--- src/rtl/capt_trig_ctrl_pkg.sv ---
// Shared definitions for the capture/trigger controller and the command decoder.
// Holds the controller state encoding and the trigger-source select codes.
package capt_pkg;

  typedef enum logic [2:0] {
    ST_IDLE     = 3'd0,
    ST_PREFILL  = 3'd1,
    ST_ARMED    = 3'd2,
    ST_POSTTRIG = 3'd3,
    ST_DONE     = 3'd4
  } capt_state_t;

  localparam logic [1:0] TRIG_SRC_UART  = 2'b00;
  localparam logic [1:0] TRIG_SRC_SPI   = 2'b01;
  localparam logic [1:0] TRIG_SRC_EXT   = 2'b10;
  localparam logic [1:0] TRIG_SRC_FORCE = 2'b11;

endpackage

--- src/rtl/capt_trig_ctrl_if.sv ---
// Control/status bundle between the command logic (master) and capt_trig_ctrl (slave).
// Optional CAPT_AUTO_TRIG_EN adds the sticky auto_trig status flag.
interface capt_trig_ctrl_if #(
  parameter int unsigned ADDR_W = 9
);
  logic              UARTtrig;
  logic              SPItrig;
  logic              ext_trig;
  logic [1:0]        trig_src;
  logic              arm;
  logic              ack;
  logic              smpl_en;
  logic [ADDR_W-1:0] trig_pos;
  logic              we;
  logic [ADDR_W-1:0] waddr;
  logic [ADDR_W-1:0] trig_addr;
  logic              armed;
  logic              triggered;
  logic              capt_done;
`ifdef CAPT_AUTO_TRIG_EN
  logic              auto_trig;

  modport master (
    output UARTtrig, SPItrig, ext_trig, trig_src, arm, ack, smpl_en, trig_pos,
    input  we, waddr, trig_addr, armed, triggered, capt_done, auto_trig
  );
  modport slave (
    input  UARTtrig, SPItrig, ext_trig, trig_src, arm, ack, smpl_en, trig_pos,
    output we, waddr, trig_addr, armed, triggered, capt_done, auto_trig
  );
`else
  modport master (
    output UARTtrig, SPItrig, ext_trig, trig_src, arm, ack, smpl_en, trig_pos,
    input  we, waddr, trig_addr, armed, triggered, capt_done
  );
  modport slave (
    input  UARTtrig, SPItrig, ext_trig, trig_src, arm, ack, smpl_en, trig_pos,
    output we, waddr, trig_addr, armed, triggered, capt_done
  );
`endif
endinterface

--- src/rtl/capt_trig_ctrl_sync_edge_det.sv ---
// Two-flop synchronizer for an asynchronous input followed by a rising-edge pulse.
// rise is high for one clk when the synchronized copy goes 0 -> 1.
module sync_edge_det (
  input  logic clk,
  input  logic rst,
  input  logic d,
  output logic rise
);
  logic s1_q, s2_q, s3_q;
  logic s1_d, s2_d, s3_d;

  // shift the async input through the synchronizer and the edge-history flop
  always_comb begin
    s1_d = d;
    s2_d = s1_q;
    s3_d = s2_q;
  end

  // synchronizer and history registers
  always_ff @(posedge clk or posedge rst) begin
    if (rst) begin
      s1_q <= 1'b0;
      s2_q <= 1'b0;
      s3_q <= 1'b0;
    end else begin
      s1_q <= s1_d;
      s2_q <= s2_d;
      s3_q <= s3_d;
    end
  end

  assign rise = s2_q & ~s3_q;

endmodule

--- src/rtl/capt_trig_ctrl.sv ---
// Capture/trigger controller: drives the circular sample RAM write port, enforces
// pre-trigger fill, qualifies the selected trigger source and counts post-trigger
// samples. Optional macro CAPT_AUTO_TRIG_EN adds an ARMED-state timeout that forces
// a trigger and raises the sticky auto_trig flag.
module capt_trig_ctrl
  import capt_pkg::*;
#(
  parameter int unsigned ADDR_W = 9,
  parameter int unsigned TO_W   = 16
) (
  input  logic               clk,
  input  logic               rst,
  capt_trig_ctrl_if.slave    bus
);
  capt_state_t       state_q, state_d;
  logic [ADDR_W-1:0] waddr_q, waddr_d;
  logic [ADDR_W-1:0] trig_addr_q, trig_addr_d;
  logic [ADDR_W-1:0] trig_pos_q, trig_pos_d;
  logic [ADDR_W-1:0] post_cnt_q, post_cnt_d;
  logic [ADDR_W:0]   fill_cnt_q, fill_cnt_d;
  logic [ADDR_W:0]   fill_target;
  logic              ext_rise;
  logic              src_hit;
  logic              trig_take;
  logic              wr;
`ifdef CAPT_AUTO_TRIG_EN
  logic [TO_W-1:0]   to_cnt_q, to_cnt_d;
  logic              auto_trig_q, auto_trig_d;
  logic              auto_fire;
`endif

  sync_edge_det u_ext_sync (
    .clk  (clk),
    .rst  (rst),
    .d    (bus.ext_trig),
    .rise (ext_rise)
  );

  // pre-trigger fill length is DEPTH - trig_pos (DEPTH writes when trig_pos = 0)
  assign fill_target = {1'b1, {ADDR_W{1'b0}}} - {1'b0, trig_pos_q};

  // select the live trigger source
  always_comb begin
    src_hit = 1'b0;
    case (bus.trig_src)
      TRIG_SRC_UART:  src_hit = bus.UARTtrig;
      TRIG_SRC_SPI:   src_hit = bus.SPItrig;
      TRIG_SRC_EXT:   src_hit = ext_rise;
      TRIG_SRC_FORCE: src_hit = 1'b1;
      default:        src_hit = 1'b0;
    endcase
  end

`ifdef CAPT_AUTO_TRIG_EN
  assign auto_fire = (to_cnt_q == '1);
  assign trig_take = src_hit | auto_fire;
`else
  assign trig_take = src_hit;
`endif

  // RAM write strobe; POSTTRIG with trig_pos = 0 takes no post samples
  always_comb begin
    wr = 1'b0;
    case (state_q)
      ST_PREFILL, ST_ARMED: wr = bus.smpl_en;
      ST_POSTTRIG:          wr = bus.smpl_en & (trig_pos_q != '0);
      default:              wr = 1'b0;
    endcase
  end

  // next-state, address and counter logic
  always_comb begin
    state_d     = state_q;
    waddr_d     = waddr_q;
    trig_addr_d = trig_addr_q;
    trig_pos_d  = trig_pos_q;
    post_cnt_d  = post_cnt_q;
    fill_cnt_d  = fill_cnt_q;
`ifdef CAPT_AUTO_TRIG_EN
    to_cnt_d    = to_cnt_q;
    auto_trig_d = auto_trig_q;
`endif
    if (wr) waddr_d = waddr_q + 1'b1;

    case (state_q)
      ST_IDLE: begin
        if (bus.arm) begin
          state_d    = ST_PREFILL;
          trig_pos_d = bus.trig_pos;
          waddr_d    = '0;
          fill_cnt_d = '0;
`ifdef CAPT_AUTO_TRIG_EN
          auto_trig_d = 1'b0;
`endif
        end
      end
      ST_PREFILL: begin
        if (wr) begin
          fill_cnt_d = fill_cnt_q + 1'b1;
          if (fill_cnt_q + 1'b1 == fill_target) begin
            state_d = ST_ARMED;
`ifdef CAPT_AUTO_TRIG_EN
            to_cnt_d = '0;
`endif
          end
        end
      end
      ST_ARMED: begin
        if (trig_take) begin
          // a coincident sample is still written and lands at trig_addr
          state_d     = ST_POSTTRIG;
          trig_addr_d = waddr_q;
          post_cnt_d  = '0;
`ifdef CAPT_AUTO_TRIG_EN
          if (auto_fire) auto_trig_d = 1'b1;
`endif
        end
`ifdef CAPT_AUTO_TRIG_EN
        else if (bus.smpl_en) begin
          to_cnt_d = to_cnt_q + 1'b1;
        end
`endif
      end
      ST_POSTTRIG: begin
        if (trig_pos_q == '0) begin
          state_d = ST_DONE;
        end else if (wr) begin
          post_cnt_d = post_cnt_q + 1'b1;
          if (post_cnt_q + 1'b1 == trig_pos_q) state_d = ST_DONE;
        end
      end
      ST_DONE: begin
        if (bus.ack) state_d = ST_IDLE;
      end
      default: state_d = ST_IDLE;
    endcase
  end

  // state and datapath registers
  always_ff @(posedge clk or posedge rst) begin
    if (rst) begin
      state_q     <= ST_IDLE;
      waddr_q     <= '0;
      trig_addr_q <= '0;
      trig_pos_q  <= '0;
      post_cnt_q  <= '0;
      fill_cnt_q  <= '0;
`ifdef CAPT_AUTO_TRIG_EN
      to_cnt_q    <= '0;
      auto_trig_q <= 1'b0;
`endif
    end else begin
      state_q     <= state_d;
      waddr_q     <= waddr_d;
      trig_addr_q <= trig_addr_d;
      trig_pos_q  <= trig_pos_d;
      post_cnt_q  <= post_cnt_d;
      fill_cnt_q  <= fill_cnt_d;
`ifdef CAPT_AUTO_TRIG_EN
      to_cnt_q    <= to_cnt_d;
      auto_trig_q <= auto_trig_d;
`endif
    end
  end

  assign bus.we        = wr;
  assign bus.waddr     = waddr_q;
  assign bus.trig_addr = trig_addr_q;
  assign bus.armed     = (state_q == ST_ARMED);
  assign bus.triggered = (state_q == ST_POSTTRIG) || (state_q == ST_DONE);
  assign bus.capt_done = (state_q == ST_DONE);
`ifdef CAPT_AUTO_TRIG_EN
  assign bus.auto_trig = auto_trig_q;
`endif

endmodule

--- src/flat_wrapper.sv ---
// flat-port wrapper written by rule: the top's interface ports become plain ports
module capt_trig_ctrl_flat import capt_pkg::*;
#(
  parameter int unsigned ADDR_W = 9,
  parameter int unsigned TO_W   = 16
)
  (clk, rst, bus_UARTtrig, bus_SPItrig, bus_ext_trig, bus_trig_src, bus_arm, bus_ack, bus_smpl_en, bus_trig_pos, bus_we, bus_waddr, bus_trig_addr, bus_armed, bus_triggered, bus_capt_done);
  capt_trig_ctrl_if #(.ADDR_W(ADDR_W)) bus_i ();
  input  logic clk;
  input  logic rst;
  input wire logic [$bits(bus_i.UARTtrig)-1:0] bus_UARTtrig;
  input wire logic [$bits(bus_i.SPItrig)-1:0] bus_SPItrig;
  input wire logic [$bits(bus_i.ext_trig)-1:0] bus_ext_trig;
  input wire logic [$bits(bus_i.trig_src)-1:0] bus_trig_src;
  input wire logic [$bits(bus_i.arm)-1:0] bus_arm;
  input wire logic [$bits(bus_i.ack)-1:0] bus_ack;
  input wire logic [$bits(bus_i.smpl_en)-1:0] bus_smpl_en;
  input wire logic [$bits(bus_i.trig_pos)-1:0] bus_trig_pos;
  output wire logic [$bits(bus_i.we)-1:0] bus_we;
  output wire logic [$bits(bus_i.waddr)-1:0] bus_waddr;
  output wire logic [$bits(bus_i.trig_addr)-1:0] bus_trig_addr;
  output wire logic [$bits(bus_i.armed)-1:0] bus_armed;
  output wire logic [$bits(bus_i.triggered)-1:0] bus_triggered;
  output wire logic [$bits(bus_i.capt_done)-1:0] bus_capt_done;
  assign bus_i.UARTtrig = bus_UARTtrig;
  assign bus_i.SPItrig = bus_SPItrig;
  assign bus_i.ext_trig = bus_ext_trig;
  assign bus_i.trig_src = bus_trig_src;
  assign bus_i.arm = bus_arm;
  assign bus_i.ack = bus_ack;
  assign bus_i.smpl_en = bus_smpl_en;
  assign bus_i.trig_pos = bus_trig_pos;
  assign bus_we = bus_i.we;
  assign bus_waddr = bus_i.waddr;
  assign bus_trig_addr = bus_i.trig_addr;
  assign bus_armed = bus_i.armed;
  assign bus_triggered = bus_i.triggered;
  assign bus_capt_done = bus_i.capt_done;
  capt_trig_ctrl #(.ADDR_W(ADDR_W), .TO_W(TO_W)) u_core (.clk(clk), .rst(rst), .bus(bus_i));
endmodule
--- config.mk ---
export PLATFORM = sky130hd
export DESIGN_NAME = capt_trig_ctrl_flat
export DESIGN_NICKNAME = d
export VERILOG_FILES = /design/src/rtl/capt_trig_ctrl_pkg.sv /design/src/rtl/capt_trig_ctrl_if.sv /design/src/rtl/capt_trig_ctrl_sync_edge_det.sv /design/src/rtl/capt_trig_ctrl.sv /design/src/flat_wrapper.sv
export SDC_FILE = /design/constraint.sdc
export NUM_CORES = 1
export LEC_CHECK = 0
export ABC_CLOCK_PERIOD_IN_PS = 3100
export CAP_MARGIN = 10
export CORE_ASPECT_RATIO = 0.75
export CORE_MARGIN = 1
export CORE_UTILIZATION = 55
export CTS_CLUSTER_DIAMETER = 60
export CTS_CLUSTER_SIZE = 28
export DETAILED_ROUTE_END_ITERATION = 8
export PLACE_DENSITY = 0.89
export RECOVER_POWER = 25
export SKIP_LAST_GASP = 1
export SLEW_MARGIN = 20
export SYNTH_ARGS = -nofsm -noshare
export SYNTH_HDL_FRONTEND = slang
export SYNTH_HIERARCHICAL = 1
export SYNTH_SLANG_ARGS = --single-unit
--- constraint.sdc ---
create_clock -name clk -period 3.1 [get_ports clk]
set_input_delay 0.465 -clock clk [delete_from_list [all_inputs] [get_ports clk]]
set_output_delay 0.465 -clock clk [all_outputs]
set_load 0.02 [all_outputs]
# Yosys cells after proc, flatten, opt, wreduce, memory -nomap -nowiden
# Cells that the tools add are included.
[totals]
reg_bits = 52
latchBits = 0
ram_bits = 0
rom_bits = 0
input_bits = 19
n_memories = 0
[classes]
addsub = 4
n_mul = 0
div = 0
magnitude_cmp = 0
n_eq_ne = 18
shifts = 0
muxes = 21
bitwise_logic = 3
n_reduce_logical = 13
[op_table]
columns = ["operator", "count"]
rows = [
  ["$mux W9", 6],
  ["$mux W3", 8],
  ["$mux W10", 2],
  ["$pmux W10 S2", 1],
  ["$add A9 B1 Y9 const B", 2],
  ["$pmux W9 S2", 1],
  ["$pmux W3 S5", 1],
  ["$add A10 B1 Y10 const B", 1],
  ["$eq A10 B10 Y1", 1],
  ["$ne A2 B2 Y1 const B", 5],
  ["$sub A10 B9 Y10 const A", 1],
  ["$eq A9 B9 Y1", 1],
  ["$logic_not A9 Y1", 1],
  ["$reduce_bool A9 Y1", 1],
  ["$reduce_and A7 Y1", 1],
  ["$eq A3 B2 Y1 const B", 2],
  ["$eq A2 B2 Y1 const B", 2],
  ["$ne A2 B1 Y1 const B", 2],
  ["$pmux W1 S4", 1],
  ["$reduce_and A2 Y1", 2],
  ["$reduce_and A4 Y1", 1],
  ["$reduce_bool A2 Y1", 2],
  ["$eq A3 B1 Y1 const B", 1],
  ["$eq A3 B3 Y1 const B", 1],
  ["other kinds (11)", 12],
]

# Longest topological paths before layout
# Gate-level depths: netlist of the first run.
[depth]
word_depth = 6
ltp_mapped = 11
ltp_nobuf = 10

# Hierarchy
# Netlist of the first run, hierarchy kept.
[modules_own_cells]
columns = ["module", "n_inst", "cells_each", "area_per_inst_um2", "seq_area_each_um2"]
rows = [
  ["capt_trig_ctrl", 1, 314, 2936.6, 1226.2],
  ["sync_edge_det", 1, 5, 92.6, 75.1],
]

# Least setup slack after synthesis of the first run
# OpenSTA, ideal clock, no wires.
[synth_path]
path_kind = "reg-to-reg"
startpoint = "register u_core.trig_pos_q[0]"
endpoint = "register u_core.waddr_q[4] (netlist: u_core/bus.waddr[4])"
setup_time_ps = 132
arrival_time_ps = 2452
setup_slack_ps = 516
stages_incl_launch_ff = 11
n_path_buf = 1
period_less_slack_ps = 2584
cell_sequence = "dfrtp_1 > inv_1 > ha_1 > and4bb_1 > ha_1 > nand3_1 > nor4bb_1 > clkbuf_1 > nand4_1 > xor2_1 > nor2_1"
[synth_between]
elab_chain_len = 6
[synth_lines]
columns = ["item", "line", "rtl"]
rows = [
  ["start: declaration", "capt_trig_ctrl.sv:18", "logic [ADDR_W-1:0] trig_pos_q, trig_pos_d;"],
  ["start signal: assignment", "capt_trig_ctrl.sv:156", "trig_pos_q <= trig_pos_d;"],
  ["$reduce_bool A9 Y1 (*)", "capt_trig_ctrl.sv:66", "ST_POSTTRIG: wr = bus.smpl_en & (trig_pos_q != '0);"],
  ["$and A1 B1 Y1 (*)", "capt_trig_ctrl.sv:66", ""],
  ["$pmux W1 S2 (*)", "capt_trig_ctrl.sv:64", "case (state_q)"],
  ["net bus_we", "flat_wrapper.sv:19", "output wire logic [$bits(bus_i.we)-1:0] bus_we;"],
  ["$mux W9 (*)", "capt_trig_ctrl.sv:83", "if (wr) waddr_d = waddr_q + 1'b1;"],
  ["$mux W9", "capt_trig_ctrl.sv:87", "if (bus.arm) begin"],
  ["$mux W9 (*)", "capt_trig_ctrl.sv:85", "case (state_q)"],
  ["net u_core.waddr_d[4]", "capt_trig_ctrl.sv:16", "logic [ADDR_W-1:0] waddr_q, waddr_d;"],
  ["end signal: assignment", "capt_trig_ctrl.sv:154", "waddr_q <= waddr_d;"],
  ["end: declaration", "capt_trig_ctrl.sv:16", ""],
]
# Mark *: on every way through the listed nets, which the timed path passes. The rest lies on a longest branch.
# A chain may end at the register's enable or synchronous reset.

# Worst setup path in the final report of the first run
[layout_path]
startpoint = "register u_core.trig_pos_q[0]"
endpoint = "output port bus_we"
[layout_between]
elab_chain_len = 3
[layout_lines]
columns = ["item", "line"]
rows = [
  ["$reduce_bool A9 Y1", "capt_trig_ctrl.sv:66"],
  ["$and A1 B1 Y1", "capt_trig_ctrl.sv:66"],
  ["$pmux W1 S2", "capt_trig_ctrl.sv:64"],
  ["end: declaration", "flat_wrapper.sv:19"],
]
# No other way between the ends.

==> results.txt, run 1 <==
PwrDens = 845 nW/µm²
Final Cycle Share = 90.3%
Post-CTS setup buffer count = 0
Final setup TNS = 0 ns
Warnings from Yosys = 6
Leakage dissipation = 1.58 nW
Global route overflow = 0
Worst path max stage delay = 0.45 ns
Chip height = 66.3 µm
Critical path fanouts, max = 4
H-Tree Depth = 2
Slowest cell on the critical path = dfrtp_1
Critical path buffers and inverters = 2
Max Cap Violations = 0
Post-CTS Hold Fix Bufs = 0
Synth Instances = 319
Ys async rst share = 100%
Endpoints failing setup = 0
Final WL = 6.71 mm
Syn Nets = 343
Layout cells sized above 1 = 10.9%
Clk network pwr share = 15.2%
Power Total = 3.06 mW
Worst-skew pair later-pin latency = 0.31 ns
Antenna diodes = 0
Count of flip-flops with a built-in enable after synthesis = 0
Crit path top cell by count = ha_1
Cell area after synthesis = 3030 µm²
Crit-path cells = inv_1 -> ha_1 -> and4bb_1 -> ha_1 -> nand3_1 -> nor4bb_2 -> dlygate4sd2_1
Initial Util = 59.5%
Initial antenna violation count = 0
Slew HR = 47.7%
Peak VDD IR = 479 µV
Pint = 1.78 mW
CP required = 2.63 ns
Syn Area/Cell = 9.50 µm²
CTS clock-pin slew for the worst setup and hold paths = 0.10 ns
Predominant post-synthesis flop cell = dfrtp_1
Initial DRT Pass Iterations = 5
CTS Buffer Depth = 2
First-pass GRT wire length = 11.1 mm
Vias in the first global route = 2308
CP startpoint kind = flip-flop
Routed WL per cell = 15.6 µm
Fmax = 0.357 GHz
Sw frac = 41.7%
CP top delay family = simple AND/OR/NAND/NOR gates
Inserted Clock Buffers = 5
Routed vias = 2488
I/O pin cnt = 41
Layout overhead on the synthesized area = 19.6%
Slew Limit Fails = 0
Post-DRT Antenna Nets = 0
HP Class = flip-flop to flip-flop
Post-DP HPWL = 4.97 mm
Clock sinks = 52
All-layer global routing usage = 25.5%
Total die area = 5810 µm²
Largest net degree at the start of global routing = 33
Status = completed
Remaining DRCs = 0
Die width = 87.7 µm
Register area = 1300 µm²
Area of the multi-input gates = 1640 µm²
Seq/Total Area, Yosys = 43.0%
Core Area = 5090 µm²
CTS tree = done
Worst Max-Slew Pin Slew = 0.784 ns
Clk root buf = clkbuf_8
Vias per std cell = 5.77
GP Congestion = 0.891
WS Path Type = flip-flop to output pin
Crit path DAT = 2.33 ns
CP Capture Type = output pin
Initial drt markers = 204
Flop pwr share = 37.2%
Final count of hold timing violations = 0
FILL cells = 370
Switching pwr = 1.28 mW
Synth Register Bits = 52
Count of different cell masters after synthesis = 45
Post-CTS sizing = 1
Clock Skews = 0.00821 ns
RSZ-0062 raised after global routing = false
Rows = 22
Comb power frac = 47.7%
IO buf count = 40
Min Tclk post-route = 2.80 ns
Fin nets = 382
layout by cell type, fill, tap and decap left out, types with 2 or more instances in the layout:
cell	netlist	final
dfrtp_1	52	52
nand2_1	40	40
clkdlybuf4s50_1	0	37
nor2_1	21	21
xnor2_1	21	21
xor2_1	19	19
nand3_1	16	16
mux2_2	15	15
o21ai_1	15	15
o21ai_0	12	12
inv_1	11	11
and3_1	9	9
nand2b_1	7	7
nand4_1	7	7
a21oi_1	7	7
o31ai_1	7	7
nor3_1	6	6
clkbuf_8	0	5
ha_1	5	5
buf_4	0	5
mux2i_1	4	4
nor2b_1	3	3
nor4_2	2	3
dlygate4sd3_1	0	2
a31oi_1	2	2
o41ai_1	2	2
mux2_1	2	2
Yosys cell counts (2+ instances only):
library cell | instances | area (µm²)
o41ai_1 | 2 | 17.5
buf_2 | 2 | 10.0
xor2_1 | 19 | 166
clkbuf_1 | 11 | 41.3
nand2_1 | 40 | 150
inv_1 | 11 | 41.3
nand2b_1 | 7 | 43.8
nor3_1 | 6 | 30.0
nor4_2 | 2 | 25.0
dfrtp_1 | 52 | 1300
nor4_1 | 2 | 12.5
mux2i_1 | 4 | 40.0
a21oi_1 | 7 | 35.0
a31oi_1 | 2 | 12.5
nand3_1 | 16 | 80.1
nor2b_1 | 3 | 18.8
o21ai_0 | 12 | 60.1
mux2_2 | 15 | 169
xnor2_1 | 21 | 184
ha_1 | 5 | 62.6
o31ai_1 | 7 | 52.6
mux2_1 | 2 | 22.5
and3_1 | 9 | 56.3
nand4_1 | 7 | 43.8
o21ai_1 | 15 | 75.1
nor2_1 | 21 | 78.8
power groups by stage:
stage / combinational (mW) / clock (mW) / sequential (mW)
after floorplan: 1.07 / 0 / 1.10
after global placement: 1.39 / 0 / 1.12
after detailed placement: 1.45 / 0 / 1.14
after CTS: 1.46 / 0.471 / 1.13
after global routing: 1.59 / 0.509 / 1.17
final: 1.46 / 0.464 / 1.14
registers in the layout, summed over array words and instances, names as in the netlist:
| name | count |
|---|---|
| u_core/bus.waddr | 9 |
| u_core/fill_cnt_q | 10 |
| u_core/u_ext_sync/s3_q | 1 |
| u_core/u_ext_sync/s1_q | 1 |
| u_core/trig_pos_q | 9 |
| u_core/state_q | 3 |
| u_core/u_ext_sync/s2_q | 1 |
| u_core/post_cnt_q | 9 |
| u_core/bus.trig_addr | 9 |
kinds of logic after synthesis:
group / synth area share [%]
buffers and inverters: 3.43
adder cells (fa/ha/maj): 2.07
AND/OR/NAND/NOR: 20.8
XOR/XNOR: 12.6
multiplexers: 7.64
AO/OA/AOI/OAI: 10.5
flip-flops: 43.0
worst reg2reg max path: stages (launching register included):
cell      delay [ns]
dfrtp_1         0.45
inv_1           0.10
ha_1            0.23
and4bb_1        0.21
ha_1            0.21
nand3_1         0.08
nor4bb_2        0.36
buf_4           0.27
a21oi_1         0.11
buf_4           0.21
nor3_1          0.14
a21oi_1         0.07
o21ai_1         0.13
worst paths after layout:
path	depth (start not counted)	slack, ns	from	end
min in group asynchronous	2	0.47	rst	u_core/u_ext_sync/s1_q
max in group asynchronous	3	1.16	rst	u_core/fill_cnt_q[4]
max	7	0.30	u_core/trig_pos_q[0]	bus_we
min reg2reg	0	0.37	u_core/u_ext_sync/s1_q	u_core/u_ext_sync/s2_q
min	0	0.37	u_core/u_ext_sync/s1_q	u_core/u_ext_sync/s2_q
max reg2reg	12	0.45	u_core/trig_pos_q[0]	u_core/fill_cnt_q[3]
metrics by stage:
stage | instance area (µm²) | util, % | cells | setup slack, ns | hold slack (ns)
2_1_floorplan | 3030 | - | 319 | 0.516 | 0.219
3_3_place_gp | 3510 | 69.0 | 423 | 0.447 | 0.342
3_5_place_dp | 3510 | 69.0 | 423 | 0.357 | 0.343
4_1_cts | 3620 | 71.2 | 431 | 0.289 | 0.364
5_1_grt | 3620 | 71.1 | 431 | 0.189 | 0.373
6_report | 3620 | 71.1 | 431 | 0.301 | 0.366
area by class of cell:
class / count / share of cell area [%]
multi-input combinational: 242 / 45.2
inverter: 11 / 1.14
clock buffer: 5 / 1.90
tap: 72 / 2.49
timing repair buffer: 46 / 12.2
clock inverter: 3 / 1.17
sequential: 52 / 35.9
routing by layer:
metal / track usage, % / up-vias / share of wire [%] / wire (µm)
li1: - / 1188 / - / -
met1: 36.1 / 1216 / 47 / 3160
met2: 40.1 / 78 / 47 / 3120
met3: 6.12 / 6 / 5.8 / 388
met4: 5.33 / 0 / 0.54 / 36
met5: 0 / - / 0 / 0
Power figures use the tool's default switching activity.
==> run 2: changes to the inputs <==
Settings changed: CAP_MARGIN 10 to 0, SLEW_MARGIN 20 to 0.
==> results of run 2 <==
Same layout as run 1: the final DEF is identical, and so are final timing and power.
